===== src/rtl/hazard_ctrl_pkg.sv =====
// Shared definitions for the hazard controller: FSM encoding, the
// hard-wired zero register and the width of the MDU stall counter.
package hazard_ctrl_pkg;

  typedef enum logic {
    RUN  = 1'b0,
    BUSY = 1'b1
  } state_t;

  // Register r0 never holds a live load result, so it can't cause a hazard.
  localparam int REG_ZERO = 0;

  // Wide enough for MDU_CYCLES-1 up to 14.
  localparam int CNT_BITS = 4;

endpackage


===== src/rtl/hazard_ctrl_if.sv =====
// Bundle between the ID-stage datapath (master) and the hazard controller
// (slave): the decoded hazard sources in, and the pipeline controls out.
interface hazard_ctrl_if #(
  parameter int REG_BITS = 5
);

  logic [REG_BITS-1:0] id_rs;
  logic [REG_BITS-1:0] id_rt;
  logic                id_uses_rt;
  logic                idex_memRead;
  logic [REG_BITS-1:0] idex_rt;
  logic                branch_taken;
  logic                jump;
  logic                mdu_start;
  logic                pc_write;
  logic                ifid_write;
  logic                if_flush;
  logic                idex_bubble;
  logic                mdu_busy;

  modport master (
    output id_rs, id_rt, id_uses_rt, idex_memRead, idex_rt,
           branch_taken, jump, mdu_start,
    input  pc_write, ifid_write, if_flush, idex_bubble, mdu_busy
  );

  modport slave (
    input  id_rs, id_rt, id_uses_rt, idex_memRead, idex_rt,
           branch_taken, jump, mdu_start,
    output pc_write, ifid_write, if_flush, idex_bubble, mdu_busy
  );

endinterface


===== src/rtl/hazard_stall_counter.sv =====
// Loadable down-counter timing how long the front end stays frozen
// behind a multi-cycle MDU operation.
module hazard_stall_counter
  import hazard_ctrl_pkg::*;
(
  input  logic                clk,
  input  logic                init,
  input  logic                load,
  input  logic [CNT_BITS-1:0] load_val,
  input  logic                dec,
  output logic                zero
);

  logic [CNT_BITS-1:0] cnt;

  // Load takes precedence over decrement; init clears the count at once.
  always_ff @(posedge clk or posedge init) begin
    if (init) begin
      cnt <= '0;
    end else if (load) begin
      cnt <= load_val;
    end else if (dec) begin
      cnt <= cnt - 1'b1;
    end
  end

  assign zero = (cnt == '0);

endmodule


===== src/rtl/hazard_ctrl.sv =====
// Hazard controller in ID: load-use detection, fetch redirect flush and a
// fixed-length front-end freeze while the MDU runs. Outputs are purely
// combinational from state and current inputs.
module hazard_ctrl
  import hazard_ctrl_pkg::*;
#(
  parameter int MDU_CYCLES = 4,
  parameter int REG_BITS   = 5
) (
  input  logic           clk,
  input  logic           init,
  hazard_ctrl_if.slave   bus
);

  state_t              state;
  state_t              state_next;
  logic [REG_BITS-1:0] rs;
  logic [REG_BITS-1:0] rt;
  logic [REG_BITS-1:0] ex_rt;
  logic                lu;
  logic                redirect;
  logic                cnt_zero;
  logic                cnt_load;
  logic                cnt_dec;
  logic                pc_write;
  logic                ifid_write;
  logic                if_flush;
  logic                idex_bubble;

  assign rs       = bus.id_rs;
  assign rt       = bus.id_rt;
  assign ex_rt    = bus.idex_rt;
  assign redirect = bus.branch_taken | bus.jump;

  // A load in EX feeding a source of the ID instruction; rt only counts
  // when the instruction actually reads it.
  assign lu = bus.idex_memRead
              && (ex_rt != REG_BITS'(REG_ZERO))
              && ((ex_rt == rs) || (bus.id_uses_rt && (ex_rt == rt)));

  hazard_stall_counter u_cnt (
    .clk      (clk),
    .init     (init),
    .load     (cnt_load),
    .load_val (CNT_BITS'(MDU_CYCLES - 1)),
    .dec      (cnt_dec),
    .zero     (cnt_zero)
  );

  // State register; init drops straight back to RUN.
  always_ff @(posedge clk or posedge init) begin
    if (init) begin
      state <= RUN;
    end else begin
      state <= state_next;
    end
  end

  // Next state and output decode, priority BUSY > load-use > redirect > normal.
  always_comb begin
    state_next  = state;
    pc_write    = 1'b1;
    ifid_write  = 1'b1;
    if_flush    = 1'b0;
    idex_bubble = 1'b0;
    cnt_load    = 1'b0;
    cnt_dec     = 1'b0;
    if (init) begin
      // Hold PC, let IF/ID capture its cleared contents, bubble ID/EX.
      pc_write    = 1'b0;
      idex_bubble = 1'b1;
    end else begin
      case (state)
        BUSY: begin
          pc_write    = 1'b0;
          ifid_write  = 1'b0;
          idex_bubble = 1'b1;
          cnt_dec     = ~cnt_zero;
          if (cnt_zero) begin
            state_next = RUN;
          end
        end
        RUN: begin
          if (lu) begin
            // Redirects and MDU issue wait: IF/ID holds, so they reappear.
            pc_write    = 1'b0;
            ifid_write  = 1'b0;
            idex_bubble = 1'b1;
          end else begin
            if_flush = redirect;
            if (bus.mdu_start) begin
              cnt_load   = 1'b1;
              state_next = BUSY;
            end
          end
        end
        default: state_next = RUN;
      endcase
    end
  end

  assign bus.pc_write    = pc_write;
  assign bus.ifid_write  = ifid_write;
  assign bus.if_flush    = if_flush;
  assign bus.idex_bubble = idex_bubble;
  assign bus.mdu_busy    = (state == BUSY);

endmodule


===== src/flat_wrapper.sv =====
// flat-port wrapper written by rule: the top's interface ports become plain ports
module hazard_ctrl_flat import hazard_ctrl_pkg::*;
#(
  parameter int MDU_CYCLES = 4,
  parameter int REG_BITS   = 5
)
  (clk, init, bus_id_rs, bus_id_rt, bus_id_uses_rt, bus_idex_memRead, bus_idex_rt, bus_branch_taken, bus_jump, bus_mdu_start, bus_pc_write, bus_ifid_write, bus_if_flush, bus_idex_bubble, bus_mdu_busy);
  hazard_ctrl_if #(.REG_BITS(REG_BITS)) bus_i ();
  input  logic clk;
  input  logic init;
  input wire logic [$bits(bus_i.id_rs)-1:0] bus_id_rs;
  input wire logic [$bits(bus_i.id_rt)-1:0] bus_id_rt;
  input wire logic [$bits(bus_i.id_uses_rt)-1:0] bus_id_uses_rt;
  input wire logic [$bits(bus_i.idex_memRead)-1:0] bus_idex_memRead;
  input wire logic [$bits(bus_i.idex_rt)-1:0] bus_idex_rt;
  input wire logic [$bits(bus_i.branch_taken)-1:0] bus_branch_taken;
  input wire logic [$bits(bus_i.jump)-1:0] bus_jump;
  input wire logic [$bits(bus_i.mdu_start)-1:0] bus_mdu_start;
  output wire logic [$bits(bus_i.pc_write)-1:0] bus_pc_write;
  output wire logic [$bits(bus_i.ifid_write)-1:0] bus_ifid_write;
  output wire logic [$bits(bus_i.if_flush)-1:0] bus_if_flush;
  output wire logic [$bits(bus_i.idex_bubble)-1:0] bus_idex_bubble;
  output wire logic [$bits(bus_i.mdu_busy)-1:0] bus_mdu_busy;
  assign bus_i.id_rs = bus_id_rs;
  assign bus_i.id_rt = bus_id_rt;
  assign bus_i.id_uses_rt = bus_id_uses_rt;
  assign bus_i.idex_memRead = bus_idex_memRead;
  assign bus_i.idex_rt = bus_idex_rt;
  assign bus_i.branch_taken = bus_branch_taken;
  assign bus_i.jump = bus_jump;
  assign bus_i.mdu_start = bus_mdu_start;
  assign bus_pc_write = bus_i.pc_write;
  assign bus_ifid_write = bus_i.ifid_write;
  assign bus_if_flush = bus_i.if_flush;
  assign bus_idex_bubble = bus_i.idex_bubble;
  assign bus_mdu_busy = bus_i.mdu_busy;
  hazard_ctrl #(.MDU_CYCLES(MDU_CYCLES), .REG_BITS(REG_BITS)) u_core (.clk(clk), .init(init), .bus(bus_i));
endmodule

===== config.mk =====
export PLATFORM = sky130hd
export DESIGN_NAME = hazard_ctrl_flat
export DESIGN_NICKNAME = d
export VERILOG_FILES = /design/src/rtl/hazard_ctrl_pkg.sv /design/src/rtl/hazard_ctrl_if.sv /design/src/rtl/hazard_stall_counter.sv /design/src/rtl/hazard_ctrl.sv /design/src/flat_wrapper.sv
export SDC_FILE = /design/constraint.sdc
export NUM_CORES = 1
export LEC_CHECK = 0
export BUFFER_PORTS_ARGS = -buffer_cell sky130_fd_sc_hd__buf_2
export CAP_MARGIN = 20
export CORE_AREA = 2 2 39 41
export DETAILED_ROUTE_END_ITERATION = 7
export DIE_AREA = 0 0 41 43
export PLACE_DENSITY = 0.72
export SYNTH_ARGS = -nofsm -noshare
export SYNTH_HDL_FRONTEND = slang
export SYNTH_SLANG_ARGS = --single-unit

===== constraint.sdc =====
create_clock -name clk -period 1.85 [get_ports clk]
set_input_delay 0.0925 -clock clk [delete_from_list [all_inputs] [get_ports clk]]
set_output_delay 0.0925 -clock clk [all_outputs]
set_load 0.01 [all_outputs]

* Yosys cells after proc, flatten, opt, wreduce, memory -nomap -nowiden
Cells that the tools add are included.
** Word-level totals
- Register bits after elaboration :: 5
- Output and inout port bits :: 5
- Word-level logic and storage cells :: 35
** Cells by class
- $add $sub $neg :: 1
- Equal/unequal tests :: 2
- Mux-type cells :: 20
- Bitwise gates (word level) :: 3
- Reduce and logical (&&, ||, !) cells :: 7
** Operators with widths (count)
- 1-bit two-way mux :: 15
- 5-bit == test :: 2
- 4-bit two-way mux :: 2
- 1-bit case mux with 2 select lines :: 3
- 5-bit nonzero test :: 1
- 4-bit logical NOT :: 1
- 4-bit by 1-bit subtractor with 4-bit output (second input constant) :: 1
- 1-bit logical AND :: 3
- 1-bit inverter :: 2
- 2-bit nonzero test :: 1
- 1-bit logical OR :: 1
- 1-bit OR :: 1

* Depth between registers and ports, before layout
Gate-level depths: netlist of the first run.
- Depth after elaboration :: 8
- Mapped depth :: 7
- Mapped depth without buffers :: 7

* By module
From an unflattened synthesis of the first run, not the netlist that was laid out.
** Unflattened totals
- Cell total of the unflattened synthesis :: 53
- Area total of the unflattened synthesis :: 464.2 um2
** Modules (own cells, without submodules)
- hazard_ctrl :: instances 1, cells each 30, area an instance 232.7 um2, sequential area each 25.0 um2
- hazard_stall_counter :: instances 1, cells each 23, area an instance 231.5 um2, sequential area each 100.1 um2

* Worst setup path after synthesis of the first run
Ideal clock, no wire load.
- Path type :: register to register
- Start point :: register u_core.u_cnt.cnt[0]
- End point :: register u_core.u_cnt.cnt[3]
- Setup time :: 119 ps
- Arrival time :: 1420 ps
- Path slack :: 311 ps
- Stages on the path, launching flop included :: 8
- Period minus slack after synthesis :: 1539 ps
- Path through :: dfrtp_1 -> inv_1 -> ha_1 -> nor3b_1 -> nor3b_1 -> nand2_1 -> xnor2_1 -> o21a_1
** Between the ends
- Longest elaborated chain between the ends :: 5
** RTL lines
- from (decl) :: RTL line hazard_stall_counter.sv:14 : logic [CNT_BITS-1:0] cnt;
- from (signal assigned) :: RTL line hazard_stall_counter.sv:21 : cnt <= load_val;
- from (signal assigned) :: RTL line hazard_stall_counter.sv:23 : cnt <= cnt - 1'b1;
- parallel branches: the longest is 5 deep, another holds 4-bit by 1-bit subtractor with 4-bit output
Parallel ways; which one is timed is not known. The select of a mux whose other input is x is not followed.
A chain may end at the register's enable or synchronous reset.

* Final worst setup path of the first run
- Start point :: register u_core.u_cnt.cnt[0]
- End point :: register u_core.u_cnt.cnt[1]
The elaborated chain is that of the path after synthesis.

==> results.txt, run 1 <==
crit end category: flop
RSZ-0062 raised after global routing: no
post-route ant nets: 0
period utilization: 86.9%
CP Data Required Time: 1960 ps
placed cells: 94
top achievable clock speed: 622 MHz
#FFs+latches synth: 5
initial antenna violation count: 0
pwr/cell area: 955 nW/um2
Reg2Reg Setup Slack: 240 ps
Slew Limit Fails: 0
die width: 41 um
Setup Fix Bufs, Post-CTS: 0
core footprint: 1380 um2
htree depth: 1
Detailed Route WL: 981 um
clock latency on the worst-skew pair: 240 ps
Clock Skews: 5.28 ps
Total Power: 0.620 mW
first-pass detailed-route iteration total: 2
commonest non-fill, non-tap cell in the layout: buf_2
DRC viols: 0
Final Util: 46.9%
largest net degree at the start of global routing: 9
Fin. Hold Viols: 0
# fillers: 142
CTS tree: done
Tightest Hold Check Type: in2reg
relative slew slack: 79.4%
vias: 469
Synthesized Nets: 74
vias in the first global route: 437
first-pass GRT wire length: 1570 um
max-cap viol count: 0
Root Buffer: clkbuf_4
Starting Density: 32.9%
Non-Filler Instances: 99
Pleak: 0.319 nW
vias per inst: 4.74
hold path depth: 3
I/O Buffers: 26
Syn. warnings: 0
post-synthesis cell type count: 21
Tot GR Track Use: 12.6%
Reg2Reg Depth: 8
drt wl/cell: 9.91 um
clk sinks: 5
setup TNS: 0 ps
Placer Congestion: 0.655
Crit Path Class: reg2reg
CTS Hold Bufs: 1
R2R Path End: u_core.u_cnt.cnt[1]$_DFFE_PP0P_
die area: 1760 um2
layout cells sized above 1: 44.6%
status: completed
Die Ht: 43 um
arrival time at the worst endpoint: 1720 ps
worst vdd ir: 0.000294 V
most frequent cells in the layout: buf_2 (26), xor2_1 (9), dfrtp_1 (5)
fin nets: 107
Syn-to-layout area delta: 42.6%
final setup violation count: 0
Worst Min Path Start: bus_mdu_start
std cell rows: 14
Worst Max-Slew Pin Slew: 308 ps
TritonCTS Buffers: 3
Cell Area, Synth: 455 um2
Tmin final: 1610 ps
nature of the critical path startpoint: flop
post-cts resize count: 0
register area share after synthesis: 27.5%
Worst R2R Start: u_core.u_cnt.cnt[0]$_DFFE_PP0P_
Synth Instances: 51
I/O pins: 27
critical path peak fanout: 3
CTS max path bufs: 2
mean post-synth cell area: 8.93 um2
total gr overflow: 0
antenna cells: 0
Min-Delay Endpoint: u_core.bus.mdu_busy$_DFFE_PP0N_
Reg clk slew, reported paths: 40 ps
drt first-iter violations: 4
-- layout make-up --
class	count	area [um2]	share of cell area, %
inverter	4	15.0	2.31
multi-input combinational	42	315	48.6
clock buffer	4	26.3	4.05
timing repair buffer	28	148	22.7
sequential	5	125	19.3
tap	16	20.0	3.08
-- metal layers --
layer  up-vias  routed length, um  track usage [%]
met5         -                  0                0
met4         0                  0             8.00
met3         0                 57                0
met2        22                527             21.3
met1       206                396             14.8
li1        241                  -                -
-- critical path: stages, from the launching register on --
cell and delay, ps:
dfrtp_1 390, inv_1 60, ha_1 200, nor3b_1 150, nor3b_1 290, buf_4 190, nand2_1 50, o21ai_0 70
o21ai_1 80
-- how the worst max path moves through the flow --
stage | start | end | slack [ps] | depth (start not counted)
5_1_grt | u_core.u_cnt.cnt[0]$_DFFE_PP0P_ | u_core.u_cnt.cnt[1]$_DFFE_PP0P_ | 110 | 8
2_1_floorplan | u_core.u_cnt.cnt[0]$_DFFE_PP0P_ | u_core.u_cnt.cnt[3]$_DFFE_PP0P_ | 310 | 7
4_1_cts | u_core.u_cnt.cnt[0]$_DFFE_PP0P_ | u_core.u_cnt.cnt[1]$_DFFE_PP0P_ | 300 | 8
3_3_place_gp | u_core.u_cnt.cnt[0]$_DFFE_PP0P_ | u_core.u_cnt.cnt[0]$_DFFE_PP0P_ | 410 | 7
3_5_place_dp | u_core.u_cnt.cnt[0]$_DFFE_PP0P_ | u_core.u_cnt.cnt[1]$_DFFE_PP0P_ | 320 | 8
6_report | u_core.u_cnt.cnt[0]$_DFFE_PP0P_ | u_core.u_cnt.cnt[1]$_DFFE_PP0P_ | 240 | 8
-- kinds of logic (layout without fill, tap and decap cells) --
logic type      after synthesis  in the layout  share of synthesized area, %
compound gates               12             12                          21.2
xor+xnor                     12             12                          23.1
fa+ha+maj                     1              1                          2.75
buf+inv                       4             36                          3.30
flops                         5              5                          27.5
simple gates                 17             17                          22.2
-- stage by stage --
step	setup WS [ps]	cell area (um2)	hold WS [ps]
finish	242	649	221
global route	112	649	247
CTS	297	649	215
detailed placement	317	613	58.2
global placement	406	613	51.0
floorplan	311	455	-105
-- report_power, final --
group / leakage (nW) / switching (mW) / internal, mW
Clock: 0.0150 / 0.0433 / 0.0814
Combinational: 0.245 / 0.141 / 0.153
Sequential: 0.0593 / 0.0460 / 0.156
Total: 0.319 / 0.230 / 0.390
-- state kept, by name, summed over array words and instances, names as in the netlist --
signal and count:
u_core.bus.mdu_busy 1, u_core.u_cnt.cnt 4
-- cells in the mapped netlist --
master	number	area share, %
xor2_1	9	17
dfrtp_1	5	27
inv_1	4	3.3
nand2_1	4	3.3
nor2_1	4	3.3
o21ai_1	4	4.4
xnor2_1	3	5.8
nor3_1	2	2.2
nor3b_1	2	3.3
o21a_1	2	3.3
o21ai_0	2	2.2
a21bo_2	1	2.2
a32oi_2	1	3.6
ha_1	1	2.7
nand2b_1	1	1.4
nand3_1	1	1.1
nor2_4	1	2.5
nor4_2	1	2.7
o21ai_2	1	1.9
o21ai_4	1	3.6
or4_4	1	2.5
No activity file was read; power rests on OpenSTA's default activity.
==> run 2, diff against run 1 <==
==> constraint.sdc (replaced) <==
create_clock -name clk -period 1.8 [get_ports clk]
set_input_delay 0.18 -clock clk [delete_from_list [all_inputs] [get_ports clk]]
set_output_delay 0.18 -clock clk [all_outputs]
set_load 0.01 [all_outputs]
==> results.txt, run 2 (same netlist as run 1, synthesis figures left out) <==
max-cap viol count: 0 (unchanged)
Worst R2R Start: u_core.u_cnt.cnt[0]$_DFFE_PP0P_ (unchanged)
Tightest Hold Check Type: in2reg (unchanged)
Largest stage delay, worst path: 290 ps (was 390 ps)
max FFs per register: 4 (unchanged)
relative slew slack: 81.1% (was 79.4%)
core footprint: 1380 um2 (unchanged)
Worst Max-Slew Pin Slew: 283 ps (was 308 ps)
Pleak: 0.319 nW (unchanged)
Reg clk slew, reported paths: 40 ps (about the same)
first-pass GRT wire length: 1310 um (was 1570 um)
Largest Register: u_core.u_cnt.cnt (unchanged)
status: completed (unchanged)
CTS max path bufs: 2 (unchanged)
worst vdd ir: 0.000277 V (was 0.000294 V)
Tmin final: 1540 ps
Detailed Route WL: 874 um (was 981 um)
CP Data Required Time: 1620 ps (was 1960 ps)
fin nets: 107 (unchanged)
CTS tree: done (unchanged)
die width: 41 um (unchanged)
TritonCTS Buffers: 3 (unchanged)
Min-Delay Endpoint: u_core.u_cnt.cnt[0]$_DFFE_PP0P_ (was u_core.bus.mdu_busy$_DFFE_PP0N_)
total gr overflow: 0 (unchanged)
Non-Filler Instances: 99 (unchanged)
RSZ-0062 raised after global routing: no (unchanged)
nature of the critical path startpoint: primary input (was flop)
critical path peak fanout: 6 (was 3)
antenna cells: 0 (unchanged)
Sequential Area: 125 um2 (unchanged)
R2R Path End: u_core.u_cnt.cnt[1]$_DFFE_PP0P_ (unchanged)
clock latency on the worst-skew pair: 240 ps (about the same)
first-pass detailed-route iteration total: 2 (unchanged)
vias: 451 (was 469)
htree depth: 1 (unchanged)
vias in the first global route: 388 (was 437)
Worst Min Path Start: bus_mdu_start (unchanged)
# fillers: 134 (was 142)
dpl hpwl: 771 um
crit end category: output pin (was flop)
I/O pins: 27 (unchanged)
critical path cell sequence: buf_2 > xor2_1 > nor4_2 > a32oi_2 > nor2_4 > o21ai_1 > buf_2 (was inv_1 > ha_1 > nor3b_1 > nor3b_1 > buf_4 > nand2_1 > o21ai_0 > o21ai_1)
commonest non-fill, non-tap cell in the layout: buf_2 (unchanged)
placed cells: 94 (unchanged)
multi-input logic area: 315 um2 (unchanged)
Setup Fix Bufs, Post-CTS: 0 (unchanged)
Die Ht: 43 um (unchanged)
pwr/cell area: 968 nW/um2 (was 955 nW/um2)
initial antenna violation count: 0 (unchanged)
period utilization: 85.3%
Crit path top cell by count: buf_2 (was nor3b_1)
Slew Limit Fails: 0 (unchanged)
Root Buffer: clkbuf_4 (unchanged)
arrival time at the worst endpoint: 1360 ps (was 1720 ps)
Syn-to-layout area delta: 42.6% (unchanged)
die area: 1760 um2 (unchanged)
clk sinks: 5 (unchanged)
Fin. Hold Viols: 0 (unchanged)
Crit Path Class: in2out (was reg2reg)
Reg2Reg Setup Slack: 290 ps (was 240 ps)
CP top delay family: simple AND/OR/NAND/NOR gates (unchanged)
most frequent cells in the layout: buf_2 (26), xor2_1 (9), dfrtp_1 (5) (unchanged)
Placer Congestion: 0.636 (was 0.655)
Tot GR Track Use: 11.3% (was 12.6%)
CP Buf/Inv Count: 2 (unchanged)
vias per inst: 4.56 (was 4.74)
Final Util: 46.9% (unchanged)
Clock Skews: 2.30 ps (was 5.28 ps)
hold path depth: 3 (unchanged)
final setup violation count: 0 (unchanged)
Total Power: 0.629 mW (was 0.620 mW)
std cell rows: 14 (unchanged)
Reg2Reg Depth: 8 (unchanged)
layout cells sized above 1: 44.6% (unchanged)
CP max-delay cell: nor4_2 (was dfrtp_1)
DRC viols: 0 (unchanged)
drt wl/cell: 8.83 um (was 9.91 um)
Starting Density: 32.9% (unchanged)
I/O Buffers: 26 (unchanged)
post-route ant nets: 0 (unchanged)
largest net degree at the start of global routing: 9 (unchanged)
setup TNS: 0 ps (unchanged)
top achievable clock speed: 651 MHz
drt first-iter violations: 5 (was 4)
==> run 2: cell counts in the layout (fill, tap and decap cells not counted) <==
Identical to the previous run, type by type.
==> run 2: worst max path at each step <==
stage	start	endpoint	cells after the start
after floorplan	u_core.u_cnt.cnt[0]$_DFFE_PP0P_	u_core.u_cnt.cnt[3]$_DFFE_PP0P_	7
after global placement	bus_idex_rt[4]	bus_ifid_write	7
after detailed placement	bus_idex_rt[4]	bus_ifid_write	7
after CTS	bus_idex_rt[4]	bus_ifid_write	7
after global routing	u_core.u_cnt.cnt[0]$_DFFE_PP0P_	u_core.u_cnt.cnt[1]$_DFFE_PP0P_	8
final	bus_idex_rt[4]	bus_ifid_write	7
==> run 2: power breakdown <==
group          switching (mW)  internal, mW  leakage, nW
clock                  0.0447        0.0837       0.0150
sequential             0.0443         0.160       0.0593
combinational           0.139         0.157        0.245
total                   0.228         0.401        0.319
==> run 2: final cells by class <==
cell class / count / area share, %
tap: 16 / 3.08
inverter: 4 / 2.31
clock buffer: 4 / 4.05
multi-input combinational: 42 / 48.6
sequential: 5 / 19.3
timing repair buffer: 28 / 22.7
==> run 2: per-stage QoR <==
step	instance area [um2]	setup WS [ps]	hold WS, ps
global route	649	153	306
detailed placement	613	252	135
CTS	649	252	282
finish	649	264	285
floorplan	455	261	-17.6
global placement	613	265	130
==> run 2: timing repair <==
action | 4_1_cts | 5_1_grt
setup endpoints to repair | 0 | 0
hold buffers | 1 | 0
endpoints found under the hold margin | 5 | 0
gates resized for setup | 0 | 0
==> run 2: metal layers <==
layer | wire [um] | vias to the layer above | global-route usage, %
met5 | 0 | - | 0
met4 | 34 | 0 | 12.0
met3 | 67 | 5 | 0
met2 | 431 | 25 | 18.4
met1 | 339 | 181 | 11.4
li1 | - | 240 | -
==> run 2: worst register-to-register path, stage by stage, from the launching register on <==
cell	delay, ps
dfrtp_1	370
inv_1	60
ha_1	210
nor3b_1	150
nor3b_1	230
buf_4	170
nand2_1	50
o21ai_0	70
o21ai_1	90
